$ cat config.mk
export PLATFORM = sky130hd
export DESIGN_NAME = pc_sequencer
export DESIGN_NICKNAME = d
export VERILOG_FILES = /design/src/rtl/mips_pkg.sv /design/src/rtl/next_pc_mux.sv /design/src/rtl/pc_sequencer.sv
export SDC_FILE = /design/constraint.sdc
export NUM_CORES = 1
export LEC_CHECK = 0
export CAP_MARGIN = 20
export CORE_ASPECT_RATIO = 0.7
export CORE_MARGIN = 10
export CORE_UTILIZATION = 35
export DETAILED_ROUTE_END_ITERATION = 12
export PLACE_DENSITY_LB_ADDON = 0.25
export SYNTH_ARGS = -nofsm -noshare
export SYNTH_HDL_FRONTEND = slang
export SYNTH_SLANG_ARGS = --single-unit
$ cat constraint.sdc
create_clock -name clk -period 3.96 [get_ports clk]
set_input_delay 1.188 -clock clk [delete_from_list [all_inputs] [get_ports clk]]
set_output_delay 1.188 -clock clk [all_outputs]
set_load 0.005 [all_outputs]
$ cat src/rtl/mips_pkg.sv
// ---------------------------------------------------------------------------
// mips_pkg
// Shared types and constants for the MIPS fetch-stage control logic.
//   seq_state_e : pc_sequencer states (BOOT, FETCH, HALT)
//   pc_src_e    : next-PC source, ordered so that a larger value means a
//                 higher priority (SEQ < BR < JMP < EXC)
//   redirect_t  : one pending redirect (source + target address)
//   DEF_RESET_VECTOR / DEF_EXC_VECTOR : default boot and exception addresses
// ---------------------------------------------------------------------------
package mips_pkg;

    localparam logic [31:0] DEF_RESET_VECTOR = 32'h0000_0000;
    localparam logic [31:0] DEF_EXC_VECTOR   = 32'h0000_0080;

    typedef enum logic [1:0] {
        ST_BOOT  = 2'd0,
        ST_FETCH = 2'd1,
        ST_HALT  = 2'd2
    } seq_state_e;

    typedef enum logic [1:0] {
        SRC_SEQ = 2'd0,
        SRC_BR  = 2'd1,
        SRC_JMP = 2'd2,
        SRC_EXC = 2'd3
    } pc_src_e;

    typedef struct packed {
        pc_src_e     src;
        logic [31:0] target;
    } redirect_t;

    localparam redirect_t NO_REDIRECT = '{src: SRC_SEQ, target: 32'h0};

endpackage

$ cat src/rtl/next_pc_mux.sv
// ---------------------------------------------------------------------------
// next_pc_mux
// Pure priority select of the next program counter:
//   exception > jump > branch > sequential (pc + 4).
// Ports:
//   i_exc                     exception request (target is EXC_VECTOR)
//   i_jump,   i_jump_target   jump request and target
//   i_branch, i_branch_target taken-branch request and target
//   i_pc                      current PC, base for the sequential address
//   o_src                     winning source
//   o_target                  winning target address
// ---------------------------------------------------------------------------
module next_pc_mux
    import mips_pkg::*;
#(
    parameter logic [31:0] EXC_VECTOR = DEF_EXC_VECTOR
) (
    input  logic        i_exc,
    input  logic        i_jump,
    input  logic [31:0] i_jump_target,
    input  logic        i_branch,
    input  logic [31:0] i_branch_target,
    input  logic [31:0] i_pc,
    output pc_src_e     o_src,
    output logic [31:0] o_target
);

    always_comb begin
        // NOTE: every output gets a default before the if-chain, so no path
        // leaves a value unassigned and no latch is inferred.
        o_src    = SRC_SEQ;
        o_target = i_pc + 32'd4;   // 32-bit add, wraps past 0xFFFF_FFFC
        if (i_exc) begin
            o_src    = SRC_EXC;
            o_target = EXC_VECTOR;
        end else if (i_jump) begin
            o_src    = SRC_JMP;
            o_target = i_jump_target;
        end else if (i_branch) begin
            o_src    = SRC_BR;
            o_target = i_branch_target;
        end
    end

endmodule

$ cat src/rtl/pc_sequencer.sv
// ---------------------------------------------------------------------------
// pc_sequencer
// Fetch-stage controller driving the PC register and the instruction-memory
// request handshake. States: BOOT (load RESET_VECTOR), FETCH (request until
// ack), HALT (debug halt, single-step via step_i).
// Ports:
//   clk, rst_n                     clock, async active-low reset
//   pc_i                           current PC (PC register output)
//   pc_next_o, pc_en_o             PC register input and load enable
//   imem_req_o, imem_ack_i         fetch handshake, address is pc_i
//   fetch_valid_o                  fetched word valid for decode
//   stall_i                        hold PC and refetch
//   branch_i/branch_target_i       taken-branch redirect pulse
//   jump_i/jump_target_i           jump redirect pulse
//   exc_i/exc_pc_i                 exception pulse and faulting PC
//   epc_o, epc_we_o                saved exception PC and write pulse
//   halt_i, step_i, halted_o       debug halt level, step pulse, status
// ---------------------------------------------------------------------------
module pc_sequencer
    import mips_pkg::*;
#(
    parameter logic [31:0] RESET_VECTOR = DEF_RESET_VECTOR,
    parameter logic [31:0] EXC_VECTOR   = DEF_EXC_VECTOR
) (
    input  logic        clk,
    input  logic        rst_n,
    input  logic [31:0] pc_i,
    output logic [31:0] pc_next_o,
    output logic        pc_en_o,
    output logic        imem_req_o,
    input  logic        imem_ack_i,
    output logic        fetch_valid_o,
    input  logic        stall_i,
    input  logic        branch_i,
    input  logic [31:0] branch_target_i,
    input  logic        jump_i,
    input  logic [31:0] jump_target_i,
    input  logic        exc_i,
    input  logic [31:0] exc_pc_i,
    output logic [31:0] epc_o,
    output logic        epc_we_o,
    input  logic        halt_i,
    input  logic        step_i,
    output logic        halted_o
);

    seq_state_e  r_state;
    redirect_t   r_pend;
    logic [31:0] r_epc;
    logic        r_epc_we;

    logic        w_exc;
    logic        w_jump;
    logic        w_branch;
    logic [31:0] w_jump_tgt;
    logic [31:0] w_branch_tgt;
    pc_src_e     w_src;
    logic [31:0] w_target;
    logic        w_redirect;
    logic        w_complete;

    // Merge the pending redirect with this cycle's pulses. A same-cycle
    // pulse of the same kind supplies the newer target.
    assign w_exc        = exc_i    || (r_pend.src == SRC_EXC);
    assign w_jump       = jump_i   || (r_pend.src == SRC_JMP);
    assign w_branch     = branch_i || (r_pend.src == SRC_BR);
    assign w_jump_tgt   = jump_i   ? jump_target_i   : r_pend.target;
    assign w_branch_tgt = branch_i ? branch_target_i : r_pend.target;

    next_pc_mux #(
        .EXC_VECTOR      (EXC_VECTOR)
    ) u_next_pc_mux (
        .i_exc           (w_exc),
        .i_jump          (w_jump),
        .i_jump_target   (w_jump_tgt),
        .i_branch        (w_branch),
        .i_branch_target (w_branch_tgt),
        .i_pc            (pc_i),
        .o_src           (w_src),
        .o_target        (w_target)
    );

    assign w_redirect = (w_src != SRC_SEQ);
    assign w_complete = (r_state == ST_FETCH) && imem_ack_i;

    always_comb begin
        pc_en_o       = 1'b0;
        pc_next_o     = w_target;
        fetch_valid_o = 1'b0;
        if (r_state == ST_BOOT) begin
            // Gated by rst_n so the PC register is not loaded while reset
            // is still held.
            pc_en_o   = rst_n;
            pc_next_o = RESET_VECTOR;
        end else if (w_complete) begin
            if (w_redirect) begin
                pc_en_o = 1'b1;               // squash, redirect wins over stall
            end else if (!stall_i) begin
                pc_en_o       = 1'b1;
                fetch_valid_o = 1'b1;
            end
        end
    end

    assign imem_req_o = (r_state == ST_FETCH);
    assign halted_o   = (r_state == ST_HALT);
    assign epc_o      = r_epc;
    assign epc_we_o   = r_epc_we;

    always_ff @(posedge clk or negedge rst_n) begin
        if (!rst_n) begin
            r_state  <= ST_BOOT;
            r_pend   <= NO_REDIRECT;
            r_epc    <= 32'h0;
            r_epc_we <= 1'b0;
        end else begin
            // NOTE: non-blocking assignments throughout, so every register
            // here samples the pre-edge values regardless of statement order.
            r_epc_we <= exc_i;
            if (exc_i) begin
                r_epc <= exc_pc_i;
            end

            // The merged redirect is already the highest-priority one, so
            // storing it implements "replace only if equal or higher".
            if (w_complete) begin
                r_pend <= NO_REDIRECT;
            end else if (w_redirect) begin
                r_pend <= '{src: w_src, target: w_target};
            end

            case (r_state)
                ST_BOOT:  r_state <= ST_FETCH;
                ST_FETCH: if (w_complete && halt_i) r_state <= ST_HALT;
                ST_HALT:  if (step_i || !halt_i)    r_state <= ST_FETCH;
                default:  r_state <= ST_BOOT;
            endcase
        end
    end

endmodule

* Word-level counts from Yosys, hierarchy flattened
Cells that the tools add are included.
** Operators by class
- $add $sub $neg :: 1
- $mul :: 0
- Div/mod/pow operators :: 0
- $lt $le $gt $ge :: 0
- Equality and inequality tests :: 7
- Shift-type cells :: 0
- Mux-type cells :: 21
- Bitwise gates (word level) :: 0
- Reductions and logical operators :: 11
** Operator list (number)
- $mux W32 :: 6
- $mux W34 :: 2
- $add A32 B3 Y32 const B :: 1
- $mux W1 :: 8
- $mux W2 :: 4
- $eq A2 B2 Y1 const B :: 3
- $pmux W2 S3 :: 1
- $eq A2 B1 Y1 const B :: 2
- $logic_or A1 B1 Y1 :: 4
- $ne A2 B1 Y1 const B :: 2
- $reduce_bool A2 Y1 :: 2
- $logic_and A1 B1 Y1 :: 2
- $logic_not A2 Y1 :: 1
- $reduce_and A2 Y1 :: 1
- $logic_not A1 Y1 :: 1
** Word-level totals
- Register bits :: 69
- Latch bits :: 0
- RAM bits :: 0
- Bits in read-only memories :: 0
- Input port bits :: 137
- Output and inout port bits :: 69
- Logic and storage cells :: 45
- Memories kept :: 0

* Longest topological paths before layout
- Word-level depth :: 9
- Gate-level depth with buffers :: 9
- Depth with buffers taken out :: 7

* Modules after synthesis
From an unflattened synthesis, not the netlist that was laid out.
** Unflattened totals
- Cells, all modules :: 544
- Area total of the unflattened synthesis :: 5157.4 sq um
** By module, submodules not included
- pc_sequencer :: instances 1, cells an instance 342, area an instance 3865.0 sq um, sequential area each 1726.7 sq um
- next_pc_mux :: instances 1, cells an instance 202, area an instance 1292.5 sq um, sequential area each 0.0 sq um

* Least setup slack after synthesis
OpenSTA, ideal clock, no wires.
- Path kind :: input -> output
- Start :: input pc_i[2]
- End :: output pc_next_o[10]
- Data arrival time :: 2.629 ns
- Required time :: 2.772 ns
- Path slack :: 0.143 ns
- Cell stages on the path :: 7
- Path buffers :: 0
- Path through :: ha_1 > nand3_1 > nor2_2 > xor2_1 > or4_1 > a32o_1 > and2_1
** On the way
- Cells in the longest elaborated chain, start to end :: 5
** RTL lines
- start: declaration :: RTL line pc_sequencer.sv:27 : input logic [31:0] pc_i,
- $add A32 B3 Y32 :: RTL line next_pc_mux.sv:32 : o_target = i_pc + 32'd4;
- $mux W32 :: RTL line next_pc_mux.sv:39 : end else if (i_branch) begin
- $mux W32 :: RTL line next_pc_mux.sv:36 : end else if (i_jump) begin
- $mux W32 :: RTL line next_pc_mux.sv:33 : if (i_exc) begin
- $mux W32 :: RTL line pc_sequencer.sv:90 : if (r_state == ST_BOOT) begin
- end: declaration :: RTL line pc_sequencer.sv:28 : output logic [31:0] pc_next_o,
No other way between the ends.

* Worst setup path after layout
- Start :: input pc_i[7]
- End :: output pc_next_o[10]
Same word-level chain as after synthesis.

==> reports/metrics.cfg <==
[timing]
worstMarginPinSlew_ps = 582.0
setup_viol = 2
worst_hold_slack_ps = 502.0
fin_crit_ps = 4018
grt_setup_unrepaired = yes
fin_ws_ps = -58.36
hold_viol = 0
slew_headroom = 0.6120
timing.fmax_mhz = 248.9
final-max-slew-violation-count = 0
skew_ps = 8.155
fin_crit_sh = 1.015

[outcome]
violations = setup timing
outcome = finished with violations

[synth]
synth_flop_cell = dfrtp_1
synthDominantCellAreaShare = 0.3562
synth-seq-cells = 69
synth.avg_cell_area_um2 = 8.861
syn_nets = 685
synthArstFlopShare = 1.000
synth_cells = 547
synth.distinct_cells = 63
yosysMostFrequentCell = dfrtp_1
syn_area_um2 = 4847
synth_top_area_cell = dfrtp_1
ys.warnings.count = 0
seq_area_frac_synth = 0.3562
synthTopCellsByArea = dfrtp_1 (36%), mux2_2 (7.4%), a21oi_1 (4.3%)
synthTopCellsByCount = dfrtp_1 (69), nand2_1 (51), a21oi_1 (42)
synth-edff-count = 0

[worst_setup_path]
cp_max_fo = 3
rr_worst_depth = 17
worstSetupPathType = primary input to primary output
crit_required_ps = 2770
crit_buf_inv = 3
r2r_setup_slack_ps = 870
max_stage_delay_ps = 530
cp_slowest_cell = or4_1
start_kind = primary input
rr_endpoint = r_pend[20]
cp_top_family = simple AND/OR/NAND/NOR gates
arrival_ps = 2830
cp_cell_sequence = buf_8 -> nand4_4 -> buf_6 -> nor2_4 -> xor2_1 -> or4_1 -> a32o_2 -> and2_1 -> buf_2
r2r-start = r_pend[33]
end_kind = primary output

[power]
peakVddDrop_mv = 0.2080
p_int_uw = 1795
power_density_nw_per_um2 = 308.8
swShare = 0.3207
p_sw_uw = 847.7
pwr-share-seq = 0.315
p_leak_uw = 0.003747
clkPwrFrac = 0.315
comb_power_share = 0.370

[clock_network]
cts_tree = done
clock_sinks = 69
cts_hold_buffers = 0
clock_latency_ps = 340
root_buffer = clkbuf_16
cts.htree.levels = 3
clk_pin_slew_ps = 50
clockBufferDepth = 2
cts-buffers-inserted = 9

[die]
row_count = 35
dieArea_um2 = 19030
ioPinCount = 206
core_um2 = 13360
start_util = 0.3629
dieHeight_um = 118.5
die_w_um = 160.7

[route]
avgViaCountPerCell = 5.588
wl_um = 21980
dr.pass1.iters = 6
drc = 0
ant_nets = 0
dr.first_iter.drc_count = 504
wire_per_inst_um = 20.77
vias = 5912

[global_routing]
grt_pass1_vias = 6043
overflow = 0
grt_max_degree = 39
antenna_found_initial = 1
grt_pass1_wl_um = 33870
grtUsageTotal = 0.2203

[worst_hold_path]
hold_class = flip-flop to flip-flop
whs_endpoint = epc_o[22]
min_path_cells = 1
min_from = epc_o[22]

[flow_run]
max_cap_violations = 0

[layout]
drive_above_1_share = 0.3341
syn_to_final_growth_pct = 76.56
fillers = 1105
register_area_um2 = 1727
fin_cells = 1058
multi_input_area_um2 = 3164
fin_nets = 1004

[placed_design]
place_congestion = 0.9212
portBuffers = 205
dp_cells = 1013
dp_hpwl_um = 16470

registers in the layout (all words and copies together) (netlist names):
signal	cells
r_pend	34
epc_o	32
epc_we_o	1
r_state	2
placed cells by master, fill, tap and decap left out, drive strengths merged, types with 6 or more instances in the layout:
cell type,count
o31ai,6
nand3,27
nand2,52
nor3,15
and3,10
inv,9
nand3b,6
nor2b,10
o21ai,33
mux2,32
nor2,35
dlygate4sd2,19
a32o,7
o221ai,13
a21oi,43
a221oi,13
a211oi,8
mux2i,8
clkdlybuf4s50,142
o21bai,6
a221o,8
clkbuf,11
buf,178
xnor2,13
o21a,8
dfrtp,69
nand4,13
xor2,11
and2,11
cells by family (layout without fill, tap and decap cells):
logic type | Yosys count | after routing | synth area share
buffers and inverters | 49 | 373 | 0.04569
AO/OA/AOI/OAI | 164 | 164 | 0.2365
adder cells (fa/ha/maj) | 1 | 1 | 0.002581
XOR/XNOR | 24 | 24 | 0.04337
flip-flops | 69 | 69 | 0.3562
multiplexers | 40 | 40 | 0.09086
AND/OR/NAND/NOR | 200 | 200 | 0.2248
other | 0 | 2 | 0
what timing repair did:
| item | in CTS | in global routing |
|---|---|---|
| hold endpoints to repair | 0 | 0 |
| pin swaps | 60 | 43 |
| endpoints found under the setup margin | 34 | 25 |
| buffers inserted | 26 | 3 |
| gates cloned | 0 | 0 |
| gates resized for setup | 195 | 61 |
through the flow:
| stage | cell area (um2) | TNS (ps) | util | power (uW) | setup WS, ps |
|---|---|---|---|---|---|
| after CTS | 8384 | 0 | 0.6277 | 2631 | 0.06506 |
| after detailed placement | 7821 | -20830 | 0.5856 | 1768 | -852.9 |
| after global placement | 7821 | -20190 | 0.5856 | 1748 | -846.1 |
| after floorplan | 4847 | 0 | - | 1212 | 143.3 |
| after global routing | 8556 | -603.5 | 0.6406 | 2769 | -106.7 |
| final | 8558 | -65.65 | 0.6407 | 2643 | -58.36 |
power groups by stage:
stage | Clock (uW) | Combinational (uW) | Sequential [uW]
detailed placement | 0 | 924 | 844
CTS | 851 | 948 | 831
global route | 876 | 1050 | 842
floorplan | 0 | 377 | 834
finish | 832 | 978 | 833
global placement | 0 | 910 | 838
metal layers:
layer,share of wire,track usage,vias up
met3,0.10,0.07386,21
met4,0.0065,0.03661,0
met1,0.43,0.2844,2873
met2,0.46,0.3540,314
li1,-,-,2704
met5,0,0,-
how the worst max path moves through the flow:
stage | slack (ps) | startpoint | endpoint | cells after the start
CTS | 0.07 | pc_i[14] | pc_next_o[20] | 11
finish | -60 | pc_i[7] | pc_next_o[10] | 9
global route | -110 | pc_i[2] | pc_next_o[20] | 12
detailed placement | -850 | pc_i[3] | pc_next_o[20] | 10
global placement | -850 | pc_i[2] | pc_next_o[22] | 10
floorplan | 140 | pc_i[2] | pc_next_o[10] | 7
layout make-up:
cell class                      instances  share of cell area
Inverter                                7            0.003070
Antenna cell                            2           0.0005848
Clock inverter                          7            0.008626
Sequential cell                        69              0.2018
Multi-Input combinational cell        429              0.3697
Clock buffer                            9             0.02632
Timing Repair Buffer                  350              0.3629
Tap cell                              185             0.02705
No activity file was read; power rests on OpenSTA's default activity.
